--- config.mk ---
export PLATFORM = sky130hd
export DESIGN_NAME = ps2_key_ctrl
export DESIGN_NICKNAME = d
export VERILOG_FILES = /design/src/rtl/ps2_pkg.sv /design/src/rtl/ps2_fifo_rd.sv /design/src/rtl/ps2_key_ctrl.sv
export SDC_FILE = /design/constraint.sdc
export NUM_CORES = 1
export LEC_CHECK = 0
export CORE_ASPECT_RATIO = 1.25
export CORE_MARGIN = 2
export CORE_UTILIZATION = 48
export DETAILED_ROUTE_END_ITERATION = 8
export HOLD_SLACK_MARGIN = 0.08
export PLACE_DENSITY = 0.83
export SLEW_MARGIN = 20
export SYNTH_ARGS = -nofsm -noshare
export SYNTH_HDL_FRONTEND = slang
export SYNTH_SLANG_ARGS = --single-unit
--- constraint.sdc ---
create_clock -name clk -period 2 [get_ports clk]
set_input_delay 0.4 -clock clk [delete_from_list [all_inputs] [get_ports clk]]
set_output_delay 0.4 -clock clk [all_outputs]
set_load 0.01 [all_outputs]
--- src/rtl/ps2_pkg.sv ---
`default_nettype none
// ============================================================================
//  Module   : ps2_pkg
//  Brief    : Shared constants for the PS/2 read sequencer and scan-code parser
//  Revision : 1.0  initial release
// ============================================================================
package ps2_pkg;

    localparam logic [7:0] PS2_PFX_EXT = 8'hE0;
    localparam logic [7:0] PS2_PFX_BRK = 8'hF0;

    localparam logic [1:0] RD_IDLE     = 2'd0;
    localparam logic [1:0] RD_ACK      = 2'd1;
    localparam logic [1:0] RD_SETTLE   = 2'd2;

    localparam logic [1:0] PS_NORM     = 2'd0;
    localparam logic [1:0] PS_EXT      = 2'd1;
    localparam logic [1:0] PS_BRK      = 2'd2;
    localparam logic [1:0] PS_EXTBRK   = 2'd3;

endpackage
`default_nettype wire

--- src/rtl/ps2_fifo_rd.sv ---
`default_nettype none
// ============================================================================
//  Module   : ps2_fifo_rd
//  Brief    : Pops one byte from the keyboard FIFO per IDLE->ACK->SETTLE pass
//  Revision : 1.0  initial release
// ============================================================================
module ps2_fifo_rd (
    input  logic       clk,
    input  logic       clrn,
    input  logic       ready,
    input  logic [7:0] data,
    output logic       nextdata_n,
    output logic [7:0] byte_r,
    output logic       byte_stb
);
    import ps2_pkg::*;

    logic [1:0] r_state;
    logic [1:0] w_state_nxt;
    logic       w_capture;
    logic       r_nextdata_n;
    logic [7:0] r_byte;
    logic       r_byte_stb;

    always_ff @(posedge clk or negedge clrn) begin
        if (!clrn) r_state <= RD_IDLE;
        else       r_state <= w_state_nxt;
    end

    always_comb begin
        w_state_nxt = r_state;
        case (r_state)
            RD_IDLE:   if (ready) w_state_nxt = RD_ACK;
            RD_ACK:    w_state_nxt = RD_SETTLE;
            RD_SETTLE: w_state_nxt = RD_IDLE;
            default:   w_state_nxt = RD_IDLE;
        endcase
    end

    always_comb begin
        w_capture = (r_state == RD_IDLE) && ready;
    end

    // Strobe spans exactly the ACK cycle, so the parser advances on the edge leaving ACK.
    always_ff @(posedge clk or negedge clrn) begin
        if (!clrn) begin
            r_nextdata_n <= 1'b1;
            r_byte_stb   <= 1'b0;
            r_byte       <= 8'h00;
        end else begin
            r_nextdata_n <= ~w_capture;
            r_byte_stb   <= w_capture;
            if (w_capture) r_byte <= data;
        end
    end

    assign nextdata_n = r_nextdata_n;
    assign byte_r     = r_byte;
    assign byte_stb   = r_byte_stb;

endmodule
`default_nettype wire

--- src/rtl/ps2_key_ctrl.sv ---
`default_nettype none
// ============================================================================
//  Module   : ps2_key_ctrl
//  Brief    : Drains the PS/2 scan FIFO and parses set-2 make/break/E0 events
//  Revision : 1.0  initial release
// ============================================================================
module ps2_key_ctrl #(
    parameter int CNT_W = 8
) (
    input  logic             clk,
    input  logic             clrn,
    input  logic             ready,
    input  logic [7:0]       data,
    input  logic             overflow,
    input  logic             clr_err,
    output logic             nextdata_n,
    output logic [7:0]       key_code,
    output logic             key_ext,
    output logic             key_down,
    output logic             key_valid,
    output logic             key_repeat,
    output logic [CNT_W-1:0] press_cnt,
    output logic             err
);
    import ps2_pkg::*;

    logic [7:0]       w_byte;
    logic             w_byte_stb;
    logic [1:0]       r_ps;
    logic [1:0]       w_ps_nxt;
    logic             w_is_pfx;
    logic             w_make;
    logic             w_brk;
    logic             w_ext;
    logic             w_repeat;
    logic [7:0]       r_key_code;
    logic             r_key_ext;
    logic             r_key_down;
    logic             r_key_valid;
    logic             r_key_repeat;
    logic [CNT_W-1:0] r_press_cnt;
    logic             r_err;

    ps2_fifo_rd u_fifo_rd (
        .clk        (clk),
        .clrn       (clrn),
        .ready      (ready),
        .data       (data),
        .nextdata_n (nextdata_n),
        .byte_r     (w_byte),
        .byte_stb   (w_byte_stb)
    );

    always_ff @(posedge clk or negedge clrn) begin
        if (!clrn) r_ps <= PS_NORM;
        else       r_ps <= w_ps_nxt;
    end

    always_comb begin
        w_ps_nxt = r_ps;
        if (w_byte_stb) begin
            case (r_ps)
                PS_NORM:   if (w_byte == PS2_PFX_EXT)      w_ps_nxt = PS_EXT;
                           else if (w_byte == PS2_PFX_BRK) w_ps_nxt = PS_BRK;
                PS_EXT:    if (w_byte == PS2_PFX_BRK)      w_ps_nxt = PS_EXTBRK;
                           else if (w_byte != PS2_PFX_EXT) w_ps_nxt = PS_NORM;
                default:   if (!w_is_pfx)                  w_ps_nxt = PS_NORM;
            endcase
        end
    end

    // Prefix bytes inside a break sequence are swallowed; only a code byte closes it.
    always_comb begin
        w_is_pfx = (w_byte == PS2_PFX_EXT) || (w_byte == PS2_PFX_BRK);
        w_make   = 1'b0;
        w_brk    = 1'b0;
        w_ext    = (r_ps == PS_EXT) || (r_ps == PS_EXTBRK);
        case (r_ps)
            PS_NORM, PS_EXT: w_make = w_byte_stb && !w_is_pfx;
            default:         w_brk  = w_byte_stb && !w_is_pfx;
        endcase
        w_repeat = w_make && r_key_down && (r_key_code == w_byte) && (r_key_ext == w_ext);
    end

    always_ff @(posedge clk or negedge clrn) begin
        if (!clrn) begin
            r_key_code   <= 8'h00;
            r_key_ext    <= 1'b0;
            r_key_down   <= 1'b0;
            r_key_valid  <= 1'b0;
            r_key_repeat <= 1'b0;
            r_press_cnt  <= '0;
            r_err        <= 1'b0;
        end else begin
            r_key_valid  <= w_make || w_brk;
            r_key_repeat <= w_repeat;
            if (w_make || w_brk) begin
                r_key_code <= w_byte;
                r_key_ext  <= w_ext;
                r_key_down <= w_make;
            end
            if (w_make && !w_repeat)
                r_press_cnt <= r_press_cnt + {{(CNT_W-1){1'b0}}, 1'b1};
            if (overflow)     r_err <= 1'b1;
            else if (clr_err) r_err <= 1'b0;
        end
    end

    assign key_code   = r_key_code;
    assign key_ext    = r_key_ext;
    assign key_down   = r_key_down;
    assign key_valid  = r_key_valid;
    assign key_repeat = r_key_repeat;
    assign press_cnt  = r_press_cnt;
    assign err        = r_err;

endmodule
`default_nettype wire

# --- Yosys cells after proc, flatten, opt, wreduce, memory -nomap -nowiden ---
# Index checks and enable logic that the tools add are counted.
word_totals:
  register_bits: 35
op_classes:
  add_sub_neg: 1
  n_eq_ne: 12
  muxes: 12
  bitwise: 1
  reduce_logical: 16
op_table:
  columns: ["op", "n"]
  rows:
  - ["$eq 8x8->1 const B", 2]
  - ["$mux 2", 6]
  - ["$add 8x1->8 const B", 1]
  - ["$eq 8x8->1", 1]
  - ["$ne 8x8->1 const B", 1]
  - ["$pmux 2 s2", 2]
  - ["$logic_and 1x1->1", 6]
  - ["$ne 3x3->1 const B", 2]
  - ["$eq 2x1->1 const B", 2]
  - ["$logic_not 2->1", 2]
  - ["$mux 1", 4]
  - ["$reduce_and 4->1", 1]
  - ["$logic_or 1x1->1", 3]
  - ["$ne 3x1->1 const B", 1]
  - ["$eq 2x2->1 const B", 1]
  - ["$logic_not 1->1", 2]
  - ["$ne 2x2->1 const B", 1]
  - ["$reduce_bool 2->1", 1]
  - ["$reduce_or 2->1", 1]
  - ["$eq 1x1->1", 1]
  - ["$not 1->1", 1]

# --- Logic depth before layout (Yosys ltp) ---
# Gate-level depths: netlist (run 1).
depth:
  depth_word: 10
  ltp_mapped: 6

# --- Hierarchy ---
# A second synthesis (run 1) with hierarchy kept.
unflattened:
  cells_unflattened: 125
  area_unflattened_um2: 1467.7
by_module_without_submodules:
  columns: ["mod", "n_inst", "cells_each", "area_per_inst_um2"]
  rows:
  - ["ps2_key_ctrl", 1, 100, 1034.7]
  - ["ps2_fifo_rd", 1, 25, 432.9]

# --- Worst setup path after synthesis (run 1) ---
# OpenSTA, ideal clock, no wires.
synth_timing:
  path_kind: "reg-to-reg"
  start: "register r_key_code[1] (netlist: key_code[1])"
  end: "register r_press_cnt[1] (netlist: press_cnt[1])"
  setup_time_ps: 125
  arrival_time_ps: 1459
  required_ps: 1875
  setup_slack_ps: 416
  stages_incl_launch_ff: 5
  period_less_slack_ps: 1584
  path_cell_list: "dfrtp_1 xnor2_1 nand4_1 o31ai_4 mux2_4"
synth_between:
  elab_chain_cells: 5
synth_lines:
  columns: ["item", "line_no", "rtl"]
  rows:
  - ["start: declaration", "ps2_key_ctrl.sv:36", "logic [7:0] r_key_code;"]
  - ["start signal: assignment", "ps2_key_ctrl.sv:98", "r_key_code <= w_byte;"]
  - ["$eq 8x8->1", "ps2_key_ctrl.sv:82", "w_repeat = w_make && r_key_down && (r_key_code == w_byte) && (r_key_ext == w_ext);"]
  - ["$logic_and 1x1->1 (2 in series)", "ps2_key_ctrl.sv:82", null]
  - ["$logic_not 1->1", "ps2_key_ctrl.sv:102", "if (w_make && !w_repeat)"]
  - ["$logic_and 1x1->1", "ps2_key_ctrl.sv:102", null]
  - ["end signal: assignment", "ps2_key_ctrl.sv:103", "r_press_cnt <= r_press_cnt + {{(CNT_W-1){1'b0}}, 1'b1};"]
  - ["end: declaration", "ps2_key_ctrl.sv:41", "logic [CNT_W-1:0] r_press_cnt;"]
# Every way passes these cells.
# A chain may end at the register's enable or synchronous reset.

# --- Worst setup path in the final report (run 1) ---
layout_timing:
  start: "register u_fifo_rd.r_nextdata_n (netlist: u_fifo_rd.nextdata_n)"
  end: "output nextdata_n"
layout_lines:
  columns: ["item", "line_no", "rtl"]
  rows:
  - ["start: declaration", "ps2_fifo_rd.sv:21", "logic r_nextdata_n;"]
  - ["start signal: assignment", "ps2_fifo_rd.sv:51", "r_nextdata_n <= ~w_capture;"]
  - ["end: declaration", "ps2_key_ctrl.sv:16", "output logic nextdata_n,"]
# No word-level cell between the ends.

==> impl_metrics.yaml, run 1 <==
run_status:
  outcome: "finished, final reports clean"
clock_tree:
  cts_resized: 0
  cts_sinks: 35
  htreeDepth: 2
  cts_root_buf: "clkbuf_4"
  cts_hold_buf: 0
  worstSkewPairLatency_ns: 0.35
  cts_buffer_depth: 2
  path_clk_slew_ns: 0.11
  post-cts-setup-buffer-count: 0
  cts_tree: "built"
  numCtsBuffers: 5
detailed_routing:
  vias: 1058
  firstDrtPassIters: 4
  viasPerCell: 5.11
  wl_mm: 2.87
  wire_per_inst_um: 13.9
  drt_iter0_markers: 22
  drc: 0
  ant_nets: 0
sta:
  fin_crit_ns: 1.79
  fmax_mhz: 558
  whs_ns: 0.459
  setup_viol: 0
  slew_headroom_pct: 71.3
  final.setup.tns_ns: 0
  final-max-slew-violation-count: 0
  fin_crit_sh_pct: 89.5
  rsz0062_at_grt: "false"
  tightest_slew_ns: 0.430
  finClkSkew_ns: 0.0152
  finalHoldViolCount: 0
worst_setup_path:
  path_cells: "clkdlybuf4s50_1"
  critPathBufInv: 1
  cp_max_fo: 1
  r2r_slack_ns: 0.27
  critical_path_class: "flip-flop to primary output"
  cp-end-kind: "primary output"
  ff2ff_path_depth: 5
  r2r-start: "u_fifo_rd.byte_r[1]"
  timing.rr.end: "key_code[5]"
  cp.required_ns: 1.60
  crit_arrival_ns: 1.39
  cp_slowest_stage_delay_ns: 0.53
  cpMaxStageDelayCell: "dfstp_2"
  crit_family: "flip-flops"
  cp-start-kind: "flip-flop"
job:
  cap_viol_max_count: 0
yosys:
  ys_warn_count: 0
  syn_area_sq_um: 1470
  synthCells: 129
  synth.net_count: 143
  synth.ff_latch_count: 35
  synth.distinct_cells: 30
  avgSynthCellArea_sq_um: 11.4
  synth_seq_area_share_pct: 59.7
pwr:
  powerDensity_nw_per_um2: 1280
  leakagePower_uw: 0.000876
  vdd.ir_drop.worst_uv: 1010
layout:
  post-route-cell-area_sq_um: 1950
  syn_to_final_growth_pct: 32.5
  num-nets-final: 184
  layout-drive-gt1-share_pct: 14.0
  diodes: 0
global_routing:
  grt_usage_pct: 21.0
  grt_max_degree: 36
  grt_pass1_wl_mm: 5.22
  grt_pass1_vias: 1153
  grt-ovfl-total: 0
  antenna_found_initial: 0
die:
  die_y_um: 65.9
  fp.dieW_um: 53.5
  dieArea_sq_um: 3520
  ios: 35
  coreArea_sq_um: 2920
  start_util_pct: 50.3
  rows: 22
hold_path:
  hold_path_class: "primary input to asynchronous set/reset pin"
placement:
  dp_hpwl_mm: 2.10
  port_buffers: 34
  gp_congestion: 0.752
  place_area_sq_um: 1860
-- synthesized netlist by cell type, drive strengths merged --
library cell | number | area, sq um
dfrtp | 34 | 851
nand2 | 29 | 111
xnor2 | 11 | 96.3
mux2 | 8 | 93.8
nor2 | 7 | 26.3
inv | 6 | 22.5
xor2 | 5 | 43.8
nand4 | 4 | 25.0
nand3 | 3 | 15.0
nor3 | 3 | 15.0
buf | 2 | 10.0
nor3b | 2 | 15.0
a21o | 1 | 7.51
a21oi | 1 | 5.00
a2bb2oi | 1 | 8.76
dfstp | 1 | 26.3
ha | 1 | 12.5
nand2b | 1 | 6.26
nand4b | 1 | 8.76
nor2b | 1 | 6.26
nor4 | 1 | 6.26
o21ai | 1 | 5.00
o21ba | 1 | 10.0
o31ai | 1 | 21.3
or2 | 1 | 6.26
or2b | 1 | 7.51
or3 | 1 | 6.26
-- sequential cells by signal (all words and copies together), names as in the netlist --
register,flops
u_fifo_rd.byte_stb,1
err,1
key_repeat,1
r_ps,2
key_down,1
key_ext,1
u_fifo_rd.r_state,2
key_code,8
u_fifo_rd.nextdata_n,1
u_fifo_rd.byte_r,8
key_valid,1
press_cnt,8
-- cell type report --
| class | count | area, sq um |
|---|---|---|
| clock buffer | 6 | 51.3 |
| clock inverter | 2 | 35.0 |
| fill | 257 | 972 |
| inverter | 6 | 22.5 |
| multi-input combinational | 86 | 559 |
| sequential | 35 | 877 |
| tap | 36 | 45.0 |
| timing repair buffer | 36 | 355 |
-- metrics by stage --
stage	instances	utilization, %	setup WS, ns	total power (uW)
3_5_place_dp	199	63.7	0.227	1980
5_1_grt	207	66.7	0.149	2660
2_1_floorplan	129	-	0.416	1560
6_report	207	66.7	0.209	2490
3_3_place_gp	199	63.7	0.279	1940
4_1_cts	207	66.7	0.187	2520
-- power by group --
part	switching [uW]	internal (uW)	leakage (uW)	total, uW
logic	342	483	0.000397	826
clock network	232	295	0.0000482	528
registers	230	906	0.000431	1140
total	804	1680	0.000876	2490
-- how the worst max path moves through the flow --
stage / from / endpoint / slack, ns / cells after the start
4_1_cts: u_fifo_rd.nextdata_n / nextdata_n / 0.19 / 1
5_1_grt: u_fifo_rd.nextdata_n / nextdata_n / 0.15 / 1
3_3_place_gp: ready / u_fifo_rd.byte_r[3] / 0.28 / 4
3_5_place_dp: ready / u_fifo_rd.byte_r[6] / 0.23 / 4
6_report: u_fifo_rd.nextdata_n / nextdata_n / 0.21 / 1
2_1_floorplan: key_code[1] / press_cnt[1] / 0.42 / 4
-- cells in the final DEF (no fill, tap or decap) --
cell / synthesis / layout
a21o_1: 1 / 1
a21oi_1: 1 / 1
a2bb2oi_1: 1 / 1
buf_4: 0 / 2
bufinv_16: 0 / 1
clkbuf_4: 0 / 5
clkbuf_8: 0 / 1
clkdlybuf4s50_1: 0 / 34
clkinv_2: 0 / 1
dfrtp_1: 34 / 34
dfstp_2: 1 / 1
ha_1: 1 / 1
inv_1: 5 / 5
inv_2: 1 / 1
mux2_2: 7 / 7
mux2_4: 1 / 1
nand2_1: 28 / 28
nand2_2: 1 / 1
nand2b_1: 1 / 1
nand3_1: 3 / 3
nand4_1: 4 / 4
nand4b_1: 1 / 1
nor2_1: 7 / 7
nor2b_1: 1 / 1
nor3_1: 3 / 3
nor3b_1: 2 / 2
nor4_1: 1 / 1
o21ai_0: 1 / 1
o21ba_2: 1 / 1
o31ai_4: 1 / 1
or2_2: 1 / 1
or2b_1: 1 / 1
or3_1: 1 / 1
xnor2_1: 11 / 11
xor2_1: 5 / 5
-- layer usage --
| layer | up-vias | routed length (um) | GRT usage, % |
|---|---|---|---|
| li1 | 504 | - | - |
| met1 | 518 | 1180 | 24.8 |
| met2 | 30 | 1480 | 35.2 |
| met3 | 6 | 152 | 5.66 |
| met4 | 0 | 55 | 8.65 |
| met5 | - | 0 | 0 |
-- cells by family after synthesis --
logic type / after synthesis / synth area share (%)
muxes: 8 / 6.39
xor gates and xnor gates: 16 / 9.54
and+or+nand+nor: 55 / 17.4
DFF: 35 / 59.7
buffers and inverters: 8 / 2.21
adders and majority gates: 1 / 0.852
AOI/OAI and AO/OA: 6 / 3.92
Power figures use the tool's default switching activity.
==> inputs of run 2 (changes only) <==
- CORE_UTILIZATION: 48 -> 44
- PLACE_DENSITY: 0.83 -> 0.8
- clock period: 2 -> 1.6 ns (I/O delays scaled with it)
==> run 2 against run 1 <==
  * The flow now finishes with violations (setup timing)
  * Sequential power increased by 19%
  * Via count increased by 12%
  * Worst hold slack got worse by 0.053 ns
==> impl_metrics.yaml, run 2 (synthesized netlist as in run 1, its figures left out) <==
sta:
  finClkSkew_ns: 0.00312
  fin_crit_sh_pct: 107
  final-max-slew-violation-count: 0
  fin_crit_ns: 1.70
  tightest_slew_ns: 0.322
  fmax_mhz: 587
  slew_headroom_pct: 78.3
  rsz0062_at_grt: "true"
  setup_viol: 7
  final.setup.worst_slack_ns: -0.105
  whs_ns: 0.406
  finalHoldViolCount: 0
worst_setup_path:
  ff2ff_path_depth: 6
  cp_slowest_stage_delay_ns: 0.40
  crit_family: "flip-flops"
  cp-end-kind: "flip-flop"
  r2r_slack_ns: -0.10
  critPathBufInv: 2
  cpMaxStageDelayCell: "dfrtp_1"
  cp_max_fo: 8
  r2r-start: "u_fifo_rd.byte_r[3]"
  timing.rr.end: "press_cnt[1]"
  cp-start-kind: "flip-flop"
  path_cells: "buf_6 > or3_4 > o21ba_4 > o31ai_4 > buf_12 > mux2_4"
  path_depth: 6
  cp.required_ns: 1.77
  crit_arrival_ns: 1.88
  critical_path_class: "flip-flop to flip-flop"
pwr:
  p_sw_uw: 1100
  p_sw_share_pct: 31.0
  combPwrFrac_pct: 39.0
  vdd.ir_drop.worst_uv: 1280
  leakagePower_uw: 0.00105
  p_clk_share_pct: 22.6
  seq_power_share_pct: 38.4
  p_int_uw: 2450
  power.total_uw: 3550
  powerDensity_nw_per_um2: 1600
clock_tree:
  numCtsBuffers: 5
  cts_sinks: 35
  path_clk_slew_ns: 0.06
  htreeDepth: 2
  worstSkewPairLatency_ns: 0.29
  cts_buffer_depth: 2
  cts_root_buf: "clkbuf_8"
  cts_hold_buf: 0
  cts_tree: "built"
global_routing:
  grt_usage_pct: 19.9
  grt_pass1_wl_mm: 5.60
  grt_pass1_vias: 1246
  grt_max_degree: 36
  grt-ovfl-total: 0
  antenna_found_initial: 0
run_status:
  violations: "setup timing"
  outcome: "finished with violations"
detailed_routing:
  viasPerCell: 5.06
  wire_per_inst_um: 14.2
  drc: 0
  firstDrtPassIters: 4
  ant_nets: 0
  wl_mm: 3.33
  vias: 1183
  drt_iter0_markers: 26
layout:
  register_area_sq_um: 877
  multiInputGateArea_sq_um: 578
  num-nets-final: 210
  fillCellCount: 241
  diodes: 0
  syn_to_final_growth_pct: 50.6
  final_common_cell: "dfrtp_1"
  final_cell_mix: "dfrtp_1, nand2_1, clkdlybuf4s50_1, buf_4, xnor2_1"
  layout-drive-gt1-share_pct: 25.9
die:
  rows: 23
  coreArea_sq_um: 3190
  dieArea_sq_um: 3820
  die_y_um: 68.6
  start_util_pct: 46.0
  fp.dieW_um: 55.7
  ios: 35
placement:
  gp_congestion: 0.811
  port_buffers: 34
  dp_hpwl_mm: 2.47
job:
  cap_viol_max_count: 0
hold_path:
  hold_path_class: "primary input to asynchronous set/reset pin"
==> run 2: cell count changes in the layout (fill, tap and decap cells not counted), moves of 2 or more <==
cell,delta
clkdlybuf4s50_1,-9
buf_12,+2
buf_4,+23
clkbuf_4,-5
clkbuf_8,+5
dlygate4sd2_1,+9
==> run 2: area by class of cell <==
type	count	share of cell area, %
timing repair buffer	62	25.7
tap	37	2.09
clock buffer	6	3.73
clock inverter	2	1.58
multi-input combinational	86	26.1
sequential	35	39.6
inverter	6	1.13
==> run 2: worst reg2reg max path, stage by stage, from the launching register on <==
cell	delay (ns)
dfrtp_1	0.40
buf_6	0.13
or3_4	0.33
o21ba_4	0.22
o31ai_4	0.06
buf_12	0.15
mux2_4	0.30
==> run 2: power groups by stage <==
stage          logic, uW  clock network [uW]  registers (uW)
2_1_floorplan        493                   0            1450
3_3_place_gp        1290                   0            1360
3_5_place_dp        1340                   0            1390
4_1_cts             1370                 824            1360
5_1_grt             1510                 869            1400
6_report            1380                 803            1360
==> run 2: worst max path at each step <==
stage | start | endpoint | slack [ns]
6_report | u_fifo_rd.byte_r[3] | press_cnt[1] | -0.10
5_1_grt | u_fifo_rd.byte_r[3] | press_cnt[1] | -0.20
4_1_cts | u_fifo_rd.byte_r[3] | press_cnt[1] | -0.10
3_5_place_dp | u_fifo_rd.byte_r[1] | press_cnt[1] | -0.12
3_3_place_gp | u_fifo_rd.byte_r[4] | press_cnt[1] | -0.04
2_1_floorplan | key_code[1] | press_cnt[1] | 0.02
==> run 2: routing by layer <==
metal	up-vias	part of all wire, %	global-route usage, %
met5	-	0	0
met2	38	56	36.9
met4	0	2.0	11.0
li1	554	-	-
met1	583	37	20.0
met3	8	4.4	6.53
==> run 2: through the flow <==
| step | utilization (%) | worst slack, ns | instances | TNS [ns] | cell area, sq um |
|---|---|---|---|---|---|
| after global routing | 69.3 | -0.201 | 234 | -1.19 | 2210 |
| after floorplan | - | 0.0165 | 129 | 0 | 1470 |
| after CTS | 68.5 | -0.100 | 232 | -0.178 | 2190 |
| after detailed placement | 63.6 | -0.119 | 221 | -0.999 | 2030 |
| after global placement | 63.6 | -0.0404 | 221 | -0.290 | 2030 |
| final | 69.3 | -0.105 | 234 | -0.185 | 2210 |
==> run 2: repair_timing <==
action / 4_1_cts / 5_1_grt
buffers inserted: 3 / 2
gates resized for setup: 12 / 3
endpoints found under the setup margin: 19 / 22
pin swaps: 1 / 1
